<file path="config.mk">
export PLATFORM = sky130hd
export DESIGN_NAME = vc_sw_alloc
export DESIGN_NICKNAME = d
export VERILOG_FILES = /design/src/rtl/vc_sw_alloc_pkg.sv /design/src/rtl/vc_sw_alloc_rr_arb.sv /design/src/rtl/vc_sw_alloc.sv
export SDC_FILE = /design/constraint.sdc
export NUM_CORES = 1
export LEC_CHECK = 0
export BUFFER_PORTS_ARGS = -buffer_cell sky130_fd_sc_hd__clkbuf_2
export CAP_MARGIN = 20
export CELL_PAD_IN_SITES_DETAIL_PLACEMENT = 0
export CELL_PAD_IN_SITES_GLOBAL_PLACEMENT = 1
export CORE_MARGIN = 5
export CORE_UTILIZATION = 39
export DETAILED_ROUTE_END_ITERATION = 10
export PLACE_DENSITY = 0.83
export SLEW_MARGIN = 20
export SYNTH_ARGS = -nofsm -noshare
export SYNTH_HDL_FRONTEND = slang
export SYNTH_HIERARCHICAL = 1
export SYNTH_SLANG_ARGS = --single-unit
</file>
<file path="constraint.sdc">
create_clock -name clk -period 6.1 [get_ports clk]
set_input_delay 0 -clock clk [delete_from_list [all_inputs] [get_ports clk]]
set_output_delay 0 -clock clk [all_outputs]
set_load 0.005 [all_outputs]
</file>
<file path="src/rtl/vc_sw_alloc_pkg.sv">
// Shared sizing helpers and types for the output-port VC/switch allocator.
// The typedefs describe the default configuration; modules size their own storage from their parameters.
package vc_alloc_pkg;

  localparam int NR_DEF  = 8;
  localparam int VCN_DEF = 2;
  localparam int CD_DEF  = 4;

  function automatic int cw_of(input int cd);
    return $clog2(cd + 1);
  endfunction

  function automatic int vw_of(input int vcn);
    return (vcn > 1) ? $clog2(vcn) : 1;
  endfunction

  function automatic int iw_of(input int nr);
    return (nr > 1) ? $clog2(nr) : 1;
  endfunction

  localparam int CW_DEF = cw_of(CD_DEF);
  localparam int VW_DEF = vw_of(VCN_DEF);
  localparam int IW_DEF = iw_of(NR_DEF);

  typedef logic [CW_DEF-1:0] cred_t;
  typedef cred_t [VCN_DEF-1:0] cred_vec_t;

  typedef struct packed {
    logic              vld;
    logic [IW_DEF-1:0] id;
  } own_t;

endpackage

</file>
<file path="src/rtl/vc_sw_alloc_rr_arb.sv">
// Combinational round-robin arbiter: lowest eligible index at or after ptr wins, wrapping around.
module rr_arb #(
  parameter int N  = 8,
  parameter int PW = (N > 1) ? $clog2(N) : 1
) (
  input  logic [N-1:0]  elig,
  input  logic [PW-1:0] ptr,
  output logic [N-1:0]  gnt
);

  logic [N-1:0] rot;
  logic [N-1:0] pick;

  // rotate so ptr sits at bit 0, isolate the lowest set bit, rotate back
  assign rot  = N'({elig, elig} >> ptr);
  assign pick = rot & (~rot + N'(1));
  assign gnt  = N'(({pick, pick} << ptr) >> N);

endmodule

</file>
<file path="src/rtl/vc_sw_alloc.sv">
// Output-port allocator: VC allocation for head flits, per-flit switch arbitration, per-VC credit tracking.
// Grant is combinational from registered owner/credit/pointer state.
module vc_sw_alloc
  import vc_alloc_pkg::*;
#(
  parameter int NR  = NR_DEF,
  parameter int VCN = VCN_DEF,
  parameter int CD  = CD_DEF,
  parameter int CW  = cw_of(CD),
  parameter int VW  = vw_of(VCN)
) (
  input  logic           clk,
  input  logic           rst,
  input  logic [NR-1:0]  req,
  input  logic [NR-1:0]  hd,
  input  logic [NR-1:0]  tl,
  output logic [NR-1:0]  gnt,
  output logic           gvld,
  output logic [VW-1:0]  gvc,
  input  logic [VCN-1:0] cret,
  output logic [VCN-1:0] vcbusy,
  output logic           err
);

  localparam int IW = iw_of(NR);

  logic [CW-1:0]  cred    [VCN];
  logic [VCN-1:0] own_vld;
  logic [IW-1:0]  own_id  [VCN];
  logic [IW-1:0]  ptr;
  logic           err_q;

  logic           free_any;
  logic [VW-1:0]  free_vc;
  logic [NR-1:0]  own_hit;
  logic [NR-1:0]  own_ok;
  logic [VW-1:0]  own_vc  [NR];
  logic [VW-1:0]  tgt     [NR];
  logic [NR-1:0]  elig;
  logic [NR-1:0]  gnt_raw;
  logic           gvld_raw;
  logic [IW-1:0]  win;
  logic [VW-1:0]  gv;
  logic [VCN-1:0] dec;
  logic           ovf;
  logic           proto_err;
  logic [IW-1:0]  ptr_nxt;

  // lowest-index free VC that still has credit; only registered ownership counts
  always_comb begin
    free_any = 1'b0;
    free_vc  = '0;
    for (int v = VCN - 1; v >= 0; v--) begin
      if (!own_vld[v] && cred[v] != '0) begin
        free_any = 1'b1;
        free_vc  = VW'(v);
      end
    end
  end

  always_comb begin
    for (int i = 0; i < NR; i++) begin
      own_hit[i] = 1'b0;
      own_ok[i]  = 1'b0;
      own_vc[i]  = '0;
      for (int v = 0; v < VCN; v++) begin
        if (own_vld[v] && own_id[v] == IW'(i)) begin
          own_hit[i] = 1'b1;
          own_ok[i]  = (cred[v] != '0);
          own_vc[i]  = VW'(v);
        end
      end
      elig[i] = req[i] & (hd[i] ? (~own_hit[i] & free_any) : own_ok[i]);
      tgt[i]  = hd[i] ? free_vc : own_vc[i];
    end
  end

  assign proto_err = |(req & hd & own_hit) | |(req & ~hd & ~own_hit);

  rr_arb #(.N(NR), .PW(IW)) u_arb (
    .elig (elig),
    .ptr  (ptr),
    .gnt  (gnt_raw)
  );

  always_comb begin
    win = '0;
    gv  = '0;
    for (int i = 0; i < NR; i++) begin
      if (gnt_raw[i]) begin
        win = IW'(i);
        gv  = tgt[i];
      end
    end
  end

  assign gvld_raw = |gnt_raw;
  assign ptr_nxt  = (win == IW'(NR - 1)) ? '0 : win + IW'(1);

  always_comb begin
    ovf = 1'b0;
    for (int v = 0; v < VCN; v++) begin
      dec[v] = gvld_raw && (gv == VW'(v));
      if (cret[v] && !dec[v] && cred[v] == CW'(CD)) ovf = 1'b1;
    end
  end

  always_ff @(posedge clk or posedge rst) begin
    if (rst) begin
      for (int v = 0; v < VCN; v++) begin
        cred[v]   <= CW'(CD);
        own_id[v] <= '0;
      end
      own_vld <= '0;
      ptr     <= '0;
      err_q   <= 1'b0;
    end else begin
      for (int v = 0; v < VCN; v++) begin
        if (dec[v] && !cret[v]) cred[v] <= cred[v] - CW'(1);
        else if (cret[v] && !dec[v] && cred[v] != CW'(CD)) cred[v] <= cred[v] + CW'(1);
      end
      if (gvld_raw) begin
        ptr <= ptr_nxt;
        if (tl[win]) begin
          own_vld[gv] <= 1'b0;
        end else if (hd[win]) begin
          own_vld[gv] <= 1'b1;
          own_id[gv]  <= win;
        end
      end
      if (proto_err || ovf) err_q <= 1'b1;
    end
  end

  assign gnt    = rst ? '0 : gnt_raw;
  assign gvld   = rst ? 1'b0 : gvld_raw;
  assign gvc    = rst ? '0 : gv;
  assign vcbusy = own_vld;
  assign err    = err_q;

endmodule

</file>
## Yosys cells after proc, flatten, opt, wreduce, memory -nomap -nowiden

Index checks and enable logic that the tools add are counted.

| storage, ports and cells | value |
|---|---|
| output and inout port bits | 13 |
| register bits after elaboration | 18 |
| input port bits | 28 |
| word-level logic and storage cells | 222 |

| cells by class | value |
|---|---|
| reductions and logical operators | 49 |
| magnitude comparators | 5 |
| equal/unequal tests | 19 |
| shift-type cells | 2 |
| add/sub/neg operators | 6 |
| bitwise logic cells | 39 |
| mux-type cells | 95 |

Operators by type and width:

| kind | count |
|---|---|
| 1-bit two-way mux | 75 |
| 8-bit bitwise AND | 5 |
| 3-bit two-way mux | 12 |
| 3-bit equality test, second input constant | 11 |
| 1-bit logical AND | 30 |
| 8-bit NOT | 3 |
| 8-bit OR reduction | 3 |
| 1-bit bitwise AND | 16 |
| 16-bit by 3-bit left shift with 16-bit output | 1 |
| 16-bit by 3-bit >> shifter with 8-bit output | 1 |
| 3-bit by 2-bit equality test with 1-bit output, second input constant | 4 |
| 1-bit NOT | 10 |
| 3-bit by 1-bit adder with 3-bit output, second input constant | 3 |
| 8-bit by 1-bit adder with 8-bit output, second input constant | 1 |
| 8-bit two-way mux | 1 |
| 1-bit binary-select mux with 3-bit select | 2 |
| 6-bit bitwise mux | 1 |
| 3-bit by 1-bit equality test with 1-bit output, second input constant | 2 |
| 1-bit logical NOT | 6 |
| 3-bit logical NOT | 2 |
| 3-bit inequality test, second input constant | 2 |
| 2-bit nonzero test | 3 |
| 3-bit nonzero test | 2 |
| 3-bit by 1-bit subtractor with 3-bit output, second input constant | 2 |
| other kinds (16) | 17 |

## Logic depth before layout (Yosys ltp)

Gate-level depths: netlist (run 1).

| logic depth | value |
|---|---|
| word-level depth | 29 |
| gate-level depth with buffers | 27 |
| depth with buffers taken out | 23 |

## Cells and area by module

Netlist (run 1), hierarchy kept.

Modules (own cells, without submodules):

| module | cells an instance | area each (um^2) | instances | sequential area each (um^2) |
|---|---|---|---|---|
| vc_sw_alloc | 252 | 2049.5 | 1 | 452.9 |
| rr_arb | 105 | 740.7 | 1 | 0.0 |

## Worst setup path after synthesis (run 1)

No wires, ideal clock.

| path | value |
|---|---|
| path kind | reg-to-reg |
| from | register with a tool-made name |
| to | register cred[5] (netlist name) |
| data arrival time | 5.834 ns |
| period minus slack after synthesis | 5.918 ns |
| setup time | 0.084 ns |
| path slack | 0.182 ns |
| required time | 6.016 ns |
| cell stages (with the launch flop) | 26 |
| buffers on the path | 4 |
| cells stage by stage | dfrtp_1 > clkbuf_1 > nor3b_1 > a22oi_1 > nand3_1 > o21ai_0 > and2_1 > clkbuf_1 > mux2i_1 > inv_2 > mux4_2 > nand2b_4 > o311a_1 > a211oi_1 > or4_1 > buf_4 > nand2b_4 > o21ai_1 > a2111oi_4 > and2_4 > clkbuf_1 > nand3_1 > fa_1 > or4_1 > mux2i_1 > a31oi_1 |

RTL lines:

| what | line | RTL |
|---|---|---|
| to (signal, indexed assignment) | vc_sw_alloc.sv:111 | `cred[v] <= CW'(CD);` |
| to (signal, indexed assignment) | vc_sw_alloc.sv:119 | `if (dec[v] && !cret[v]) cred[v] <= cred[v] - CW'(1);` |
| to (decl) | vc_sw_alloc.sv:27 | `logic [CW-1:0] cred [VCN];` |

## Worst setup path in the final report (run 1)

| path | value |
|---|---|
| from | register own_id[2] (netlist name) |
| to | register cred[5] (netlist name) |

| on the way | value |
|---|---|
| elaborated cells between the ends (all ways) | 102 |
| classes of those cells | add/sub (1); eq/ne (7); shift (2); mux (49); bitwise (27); reduce/logical (16) |

RTL lines:

| what | line | RTL |
|---|---|---|
| from (decl) | vc_sw_alloc.sv:29 | `logic [IW-1:0] own_id [VCN];` |
| from (signal, indexed assignment) | vc_sw_alloc.sv:128 | `own_id[gv] <= win;` |
| 3-bit by 2-bit equality test with 1-bit output (*) | vc_sw_alloc.sv:67 | `if (own_vld[v] && own_id[v] == IW'(i)) begin` |
| 1-bit logical AND (*) | vc_sw_alloc.sv:67 |  |
| 1-bit two-way mux | vc_sw_alloc.sv:67 |  |
| 1-bit NOT | vc_sw_alloc.sv:73 | `elig[i] = req[i] & (hd[i] ? (~own_hit[i] & free_any) : own_ok[i]);` |
| 1-bit bitwise AND | vc_sw_alloc.sv:73 |  |
| 1-bit two-way mux (*) | vc_sw_alloc.sv:73 |  |
| 1-bit bitwise AND (*) | vc_sw_alloc.sv:73 |  |
| named net elig[2] | vc_sw_alloc.sv:39 | `logic [NR-1:0] elig;` |
| (+3 left out) | -- |  |
| 8-bit bitwise AND (*) | vc_sw_alloc_rr_arb.sv:16 | `assign pick = rot & (~rot + N'(1));` |
| 16-bit by 3-bit left shift with 16-bit output (*) | vc_sw_alloc_rr_arb.sv:17 | `assign gnt = N'(({pick, pick} << ptr) >> N);` |
| named net gnt_raw[7] | vc_sw_alloc.sv:40 | `logic [NR-1:0] gnt_raw;` |
| parallel branches: the longest is 2 deep, another holds 8-bit OR reduction | -- |  |
| 1-bit logical AND (*) | vc_sw_alloc.sv:103 | `dec[v] = gvld_raw && (gv == VW'(v));` |
| 1-bit logical NOT | vc_sw_alloc.sv:120 | `else if (cret[v] && !dec[v] && cred[v] != CW'(CD)) cred[v] <= cred[v] + CW'(1);` |
| 1-bit logical AND (2 in series) | vc_sw_alloc.sv:120 |  |
| 2-bit nonzero test (no source line) | -- |  |

Mark *: on every way through the listed nets, which the timed path passes.
A chain may end at the register's enable or synchronous reset.

==> results of run 1 <==
cell families after synthesis:
| logic type | synth area share |
|---|---|
| AND/OR/NAND/NOR | 0.282 |
| multiplexers | 0.171 |
| XOR/XNOR | 0.0314 |
| adder cells (fa/ha/maj) | 0.0233 |
| AO/OA/AOI/OAI | 0.265 |
| flip-flops | 0.162 |
| buffers and inverters | 0.0646 |
metal layers:
metal	vias to the layer above	GRT usage
li1	1461	-
met1	1476	0.298
met2	163	0.307
met3	18	0.0239
met4	0	0.0445
met5	-	0
synthesized netlist by cell type (all sizes together) (6+ instances only):
cell and count:
nor2 26, o21ai 26, a21oi 23, inv 21
mux2i 21, mux2 18, dfrtp 16, nand2 16
nand3 15, buf 11, nand2b 10, and2 9
clkbuf 9, nor3 9, a22oi 8, nor2b 8
o22ai 7, a31oi 6, nor4 6, o2111ai 6
power by group through the flow:
stage,sequential [W],combinational [W],clock (W)
5_1_grt,0.000327,0.00216,0.000109
2_1_floorplan,0.000244,0.00144,0
4_1_cts,0.000309,0.00190,0.000104
3_5_place_dp,0.000311,0.00189,0
6_report,0.000315,0.00197,0.000100
3_3_place_gp,0.000309,0.00187,0
final timing paths:
check                                       from                    end  cells past startpoint
min in group clk                         cret[0]    cred[5]$_DFFE_PP1P_                      3
max in group asynchronous                    rst  own_id[4]$_DFFE_PP0P_                      2
setup reg to reg           own_id[2]$_DFFE_PP0P_    cred[5]$_DFFE_PP1P_                     21
setup / recovery           own_id[2]$_DFFE_PP0P_    cred[5]$_DFFE_PP1P_                     21
hold / removal                               rst     ptr[1]$_DFFE_PP0N_                      2
hold reg to reg              cred[3]$_DFFE_PP0P_    cred[3]$_DFFE_PP0P_                      1
metrics by stage:
step,area (sq um),cells
4_1_cts,3240,500
3_5_place_dp,3190,496
2_1_floorplan,2790,357
6_report,3300,506
5_1_grt,3300,506
3_3_place_gp,3190,496
worst register-to-register path: cells and delay by family, from the launching register on:
kind                     cells  cell delay [ns]
AO/OA/AOI/OAI                8             1.50
adder cells (fa/ha/maj)      1             0.37
buffers and inverters        1             0.19
flip-flops                   1             0.44
multiplexers                 3             1.02
AND/OR/NAND/NOR              8             2.21
timing repair:
item,4_1_cts,5_1_grt
buffers inserted,0,6
gates resized for setup,0,4
setup endpoints to repair,0,4
layout make-up:
| class | count | share of cell area |
|---|---|---|
| multi-input combinational | 297 | 0.658 |
| sequential | 18 | 0.137 |
| timing repair buffer | 69 | 0.127 |
| tap | 96 | 0.0364 |
| inverter | 22 | 0.0250 |
| clock buffer | 4 | 0.0167 |
==> impl.org, run 1 <==
** Layout
- Net count reported at finish :: ~440
- Synthesis-to-layout area growth :: 18.4%
- Count of fill cells added during filler insertion :: 710
- Multi-input logic area :: about 2200 sq um
- In the final layout, flip-flops and latches occupy between 400 and 500 sq um.
- Of the cells placed in the final design, the portion with a size suffix greater than 1 is 0.273.
- Number of inserted diodes :: 0
- Leaving out fill and tap cells, the most frequent cell in the layout is clkbuf_2.
- The library cells used most frequently in the layout, excluding fill and tap cells, are 40 x clkbuf_2, 29 x buf_4, 26 x nor2_1.
- At the end of the flow the core is filled with cells to 0.481.

** Timing
- The final-report hold violation count came to 16.
- Setup violations remaining at the end of the flow were counted as 0.
- Slew headroom :: 0.440
- Hold WS :: -0.0248 ns
- Final min period :: roughly 5.8 ns
- After routing, the total negative slack on setup checks comes to 0 ns.
- Worst clock skew :: 0.00459 ns
- At the pin with the least slew margin, the transition time is approximately 0.84 ns.
- Period utilization :: 0.953
- Final slew viol count :: 0
- Setup repair after global routing left no endpoint under its margin.
- Fmax :: 172 MHz
- After layout, the worst setup slack is roughly 0.28 ns.

** Power and ir drop
- Of the total power, registers draw 0.132.
- Of the total power, the share spent switching nets is 0.514.
- For this design the static power due to leakage is between 1 and 1.5 nW.
- Clock network power share :: 0.042
- Reported net switching power :: roughly 0.0012 W
- Power spread over the standard cell area amounts to slightly above 700 nW/um^2.
- After layout, the design draws a total of 0.00239 W.
- The worst-case IR drop observed on VDD is about 0.00036 V.
- Design internal power :: between 0.001 and 0.0015 W
- The share of total power dissipated in combinational logic is 0.826.

** Floorplanning
- Std cell rows :: 30
- The die is 94.6 um tall.
- The die covers 8950 sq um.
- Std-Cell Core Area :: about 6900 sq um
- Num ports :: 41
- Initial Util :: 0.406
- Width of the die :: 94.6 um

** Setup path
- Stage delay of the slowest cell on the critical path :: between 0.5 and 0.6 ns
- Kind of end point of the critical path :: flip-flop
- The worst setup path is launched from a flip-flop.
- Slowest cell on the critical path :: mux4_2
- Dominant cell type by count on the critical path :: a31oi_1
- Sequence of cells on the critical path :: nand2b_2, or3b_2, a31oi_1, o21ai_0, and2_1, mux2_4, mux4_2, nand2b_4, a221o_1, o32ai_1, buf_4, and3b_1, a21oi_1, o21ai_1, a2111oi_4, and2_4, nand3_1, fa_2, or4_1, mux2i_1, a31oi_1
- The critical path is of the flip-flop to flip-flop type.
- Maximum fanout count along the critical path :: 8
- STA puts the critical path data arrival time at 6.00 ns.
- For flop-to-flop paths, the worst setup slack is 0.28 ns.
- Family with the most delay on the worst path :: simple AND/OR/NAND/NOR gates
- Data required time of the worst path :: around 6.3 ns
- Counting both buffers and inverters, the worst setup path holds a total of 1.

** Drt
- In the final routed layout, each cell accounts on average for roughly 18 um.
- After detailed routing, the number of vias per cell comes to 6.16.
- Wirelength, routed :: ~9000 um
- The detail route stage leaves a number of antenna-violating nets equal to 0.
- Drt pass-1 iters :: 5
- In the routed design, unresolved DRC markers number 0.
- The routed design uses between 700 and 800 um of met3 wire.
- Routed length on met2 :: 3970 um
- Violation count after the first detailed-routing iteration :: 291
- For this block, wires on met1 add up to between 4000 and 5000 um.
- Summing over every cut layer, the via total after detailed routing is about 3100.
- The highest layer touched by signal routing is met4.

** Logic synthesis
- The share of the Yosys chip area taken by registers is 0.162.
- Fraction of post-synthesis cell area in the top cell type by area :: 0.143
- Post-synthesis area per instance :: approximately 7.8 sq um
- Count of distinct cell types in the synthesized netlist :: 75
- After synthesis, the cell types taking the most area are dfrtp_1 14%, mux2i_1 7.5%, a21oi_1 4.1%.
- After synthesis the cells add up to roughly 2800 sq um.
- Number of flops mapped to enable cells by yosys :: 0
- Synth area leader :: dfrtp_1
- The cell count after synthesis came out at 357.
- The Yosys step of the flow raised 6 warnings.
- Top FF cell, synth :: dfrtp_1
- Share of flip-flops with an asynchronous set or reset after synthesis :: 1.00
- Total nets after synthesis :: a little under 400
- The synthesized design contains 18 register bits.

** Clock tree
- Clock Tree Root :: clkbuf_8
- Clk pin slew, worst setup/hold paths :: approximately 0.07 ns
- Longest Clk Path Bufs :: 2
- CTS built an H-tree with a depth of 1.
- The number of hold buffers added after CTS was 0.
- TritonCTS clock tree :: built
- Clk Latency, worst-skew pair :: about 0.25 ns
- Num CTS Buffers :: 3
- Clock net sink count :: 18

** Global route
- Largest net degree at the start of global routing :: 23
- The initial antenna violation count was 0.
- Number of global-route vias before repair :: 2871
- Grt total ovfl :: 0
- Overall fraction of global-route tracks in use :: 0.200
- Global-route wire length before repair :: 14600 um

** Run
- Max-cap check violation count :: 0

** Outcome
- Violations in the final reports :: hold timing
- Outcome :: finished, violations left

** Placed design
- Routability-driven placement finished with a final weighted congestion of just over 0.9.
- OpenSTA, run right after detailed placement, puts the worst setup slack at between 0.2 and 0.25 ns.
- IO Port Bufs :: 40
- The wire-length estimate of the detail-placed layout is around 7000 um.

** Hold path
- Worst Hold Class :: input pin to asynchronous set/reset pin
No activity file was read; power rests on OpenSTA's default activity.
==> run 2: changes to the inputs <==
--- a/config.mk
+++ b/config.mk
@@ -12,6 +12,7 @@
 export CORE_MARGIN = 5
 export CORE_UTILIZATION = 39
 export DETAILED_ROUTE_END_ITERATION = 10
+export MAX_ROUTING_LAYER = met4
 export PLACE_DENSITY = 0.83
 export SLEW_MARGIN = 20
 export SYNTH_ARGS = -nofsm -noshare
==> run 2 against run 1 <==
  * Largest cell class unchanged
  * Largest power group unchanged
  * Cell count rose by 0.20%
  * Sequential cell count did not move
  * Maximum frequency barely moved
  * Clock-buffer cell count did not move
  * Critical path depth did not move
  * Combinational power barely moved
  * Power fell by 0.57%
  * Via count fell by 0.22%
  * Core utilization fell by 0.13 points
  * Die area did not move
  * The run still ends with hold timing left
==> impl.org, run 2 (synthesis results as in run 1) <==
** Drt
- The number of detailed-route iterations in the first pass came to 5 (unchanged).
- Wirelength, routed :: 8790 um (was 8880 um)
- Post-detailed-route count of antenna-violating nets :: 0 (unchanged)
- The total DRC errors in the routed layout came to 0 (unchanged).
- The post-detailed-route via-to-cell ratio was 6.14 (was 6.16).
- Violation count after the first detailed-routing iteration :: 295 (was 291)
- Via total after detailed routing :: 3111 (was 3118)
- The final routed wire length divided by cell count is 17.3 um (was 17.5 um).

** Placed design
- The count of buffers inserted at the top-level ports came to 40 (unchanged).
- Detailed placement HPWL :: 6950 um (was 7030 um)
- The routability congestion estimate from global placement was 1.05 (was 0.928).

** Power and ir drop
- The worst ir drop on vdd came to 0.000287 V (was 0.000363 V).
- The leakage component of the power was 1.41 nW (was 1.42 nW).
- The areal power density over the cells is 720 nW/um^2 (was 723 nW/um^2).

** Floorplanning
- Width of the die :: 94.6 um (unchanged)
- The placeable core region came to 6870 sq um (unchanged).
- The area of the die was 8950 sq um (unchanged).
- The vertical die dimension came to 94.6 um (unchanged).
- Num ports :: 41 (unchanged)
- The starting utilization of the core area was 0.406 (unchanged).
- The total number of placement rows came to 30 (unchanged).

** Clock tree
- The maximum level of the CTS H-tree was 1 (unchanged).
- The clock tree from TritonCTS is built (unchanged).
- The clock root buffer master is clkbuf_8 (unchanged).
- Clk Latency, worst-skew pair :: 0.26 ns (was 0.25 ns)
- The number of clock sinks seen by CTS was 18 (unchanged).
- Longest Clk Path Bufs :: 2 (unchanged)
- The number of clock buffers inserted by TritonCTS is 3 (unchanged).
- The register clock-pin slew on the reported worst setup and hold paths was 0.07 ns (about the same).

** Timing
- Setup TNS :: 0 ns (unchanged)
- Slew headroom :: 0.443 (was 0.440)
- Final Hold Violating Endpoints :: 16 (unchanged)
- The final-report setup violation count came to 0 (unchanged).
- Pin slew with the least headroom to its limit :: 0.835 ns (was 0.840 ns)
- Hold WS :: -0.0264 ns (was -0.0248 ns)
- Unrepaired setup endpoints after global routing :: no (unchanged)
- Worst clock skew :: 0.00411 ns (was 0.00459 ns)
- Fmax :: 172 MHz (about the same)
- Final slew viol count :: 0 (unchanged)
- Final min period :: 5.81 ns (was 5.82 ns)
- Period utilization :: 0.953 (about the same)

** Global route
- Number of global-route vias before repair :: 2875 (was 2871)
- The pin count of the biggest net entering global routing came to 24 (was 23).
- The total overflow reported by the global router is 0 (unchanged).
- Initial antenna violation count :: 0 (unchanged)
- Overall fraction of global-route tracks in use :: 0.204 (was 0.200)
- Global-route wire length before repair :: 14400 um (was 14600 um)

** Layout
- The multi-input gate area in the final layout came to 2160 sq um (was 2170 sq um).
- Synthesis-to-layout area growth :: 18.1% (was 18.4%)
- The fill cell instance count of the final layout came to 678 (was 710).
- Proportion of layout cells with a drive suffix above 1 :: 0.268 (was 0.273)
- The final-stage net count was 444 (was 443).
- Leading cell type in the layout, fill and taps excluded :: clkbuf_2 (unchanged)
- Most frequent cells in the layout :: 40 x clkbuf_2, 29 x buf_4, 26 x nor2_1 (unchanged)
- Combined flip-flop and latch cell area :: 454 sq um (was 453 sq um)
- Number of inserted diodes :: 0 (unchanged)
- Post-Route Utilization :: 0.480 (was 0.481)

** Outcome
- Outcome: finished, violations left (unchanged).
- Violations in the final reports: hold timing (unchanged).

** Setup path
- The classification of the worst setup path is flip-flop to flip-flop (unchanged).
- The data arrival time of the critical path is 6.00 ns (about the same).
- Kind of end point of the critical path :: flip-flop (unchanged)
- Data required time of the worst path :: 6.28 ns (about the same)
- Maximum fanout count along the critical path :: 10 (was 8)
- The element type at the critical path start is a flip-flop (unchanged).

** Hold path
- The class of the tightest hold or removal check is input pin to asynchronous set/reset pin (unchanged).

** Run
- Max-cap check violation count :: 0 (unchanged)
[run 2: where the power goes]
part           switching [W]  internal [W]
Sequential          0.000127      0.000194
Clock              0.0000414     0.0000575
Combinational        0.00105      0.000908
Total                0.00121       0.00116
[run 2: final timing paths]
check / startpoint / endpoint / slack (ns) / cells past startpoint
max: own_id[2]$_DFFE_PP0P_ / cred[5]$_DFFE_PP1P_ / 0.29 / 21
min: rst / cred[1]$_DFFE_PP0P_ / -0.03 / 2
max reg2reg: own_id[2]$_DFFE_PP0P_ / cred[5]$_DFFE_PP1P_ / 0.29 / 21
min reg2reg: cred[5]$_DFFE_PP1P_ / cred[5]$_DFFE_PP1P_ / 0.56 / 2
max in group asynchronous: rst / asynchronous set/reset pin / 5.63 / 2
min in group clk: cret[0] / cred[5]$_DFFE_PP1P_ / 0.08 / 3
[run 2: per-layer routing]
metal | GRT usage | wire length (um) | up-vias
li1 | - | - | 1465
met1 | 0.282 | 4030 | 1463
met2 | 0.316 | 3950 | 163
met3 | 0.0263 | 661 | 20
met4 | 0.0517 | 151 | 0
met5 | - | 0 | -
[run 2: per-stage QoR]
stage	worst slack (ns)	total power [W]	hold slack [ns]	area, sq um	std cells
2_1_floorplan	0.182	0.00169	0.0302	2790	357
3_3_place_gp	0.397	0.00218	0.275	3190	497
3_5_place_dp	0.263	0.00219	0.282	3190	497
6_report	0.286	0.00237	-0.0264	3290	507
4_1_cts	0.220	0.00230	0.00398	3250	501
5_1_grt	0.00248	0.00259	0.0624	3290	507
[run 2: timing repair]
action / 4_1_cts / 5_1_grt
gates resized for setup: 0 / 1
buffers inserted: 0 / 5
endpoints found under the setup margin: 0 / 2
hold buffers: 0 / 0
[run 2: final cells by class]
class,instances,area share
multi-input combinational,298,0.657
sequential,18,0.138
timing repair buffer,69,0.127
inverter,22,0.0251
tap,96,0.0365
clock buffer,4,0.0167
[run 2: critical path, cell delays in order, from the launching register on]
cell and delay [ns]:
dfrtp_1 0.43, nand2b_1 0.24, or3b_2 0.55, a31oi_1 0.15
o21ai_0 0.08, and2_1 0.23, mux2_4 0.31, mux4_2 0.53
nand2b_4 0.18, a221o_1 0.33, o32ai_1 0.24, buf_4 0.21
and3b_1 0.19, a21oi_1 0.15, o21ai_1 0.13, a2111oi_4 0.33
and2_4 0.24, nand3_1 0.10, fa_1 0.43, or4_1 0.49
mux2i_1 0.14, a31oi_1 0.06
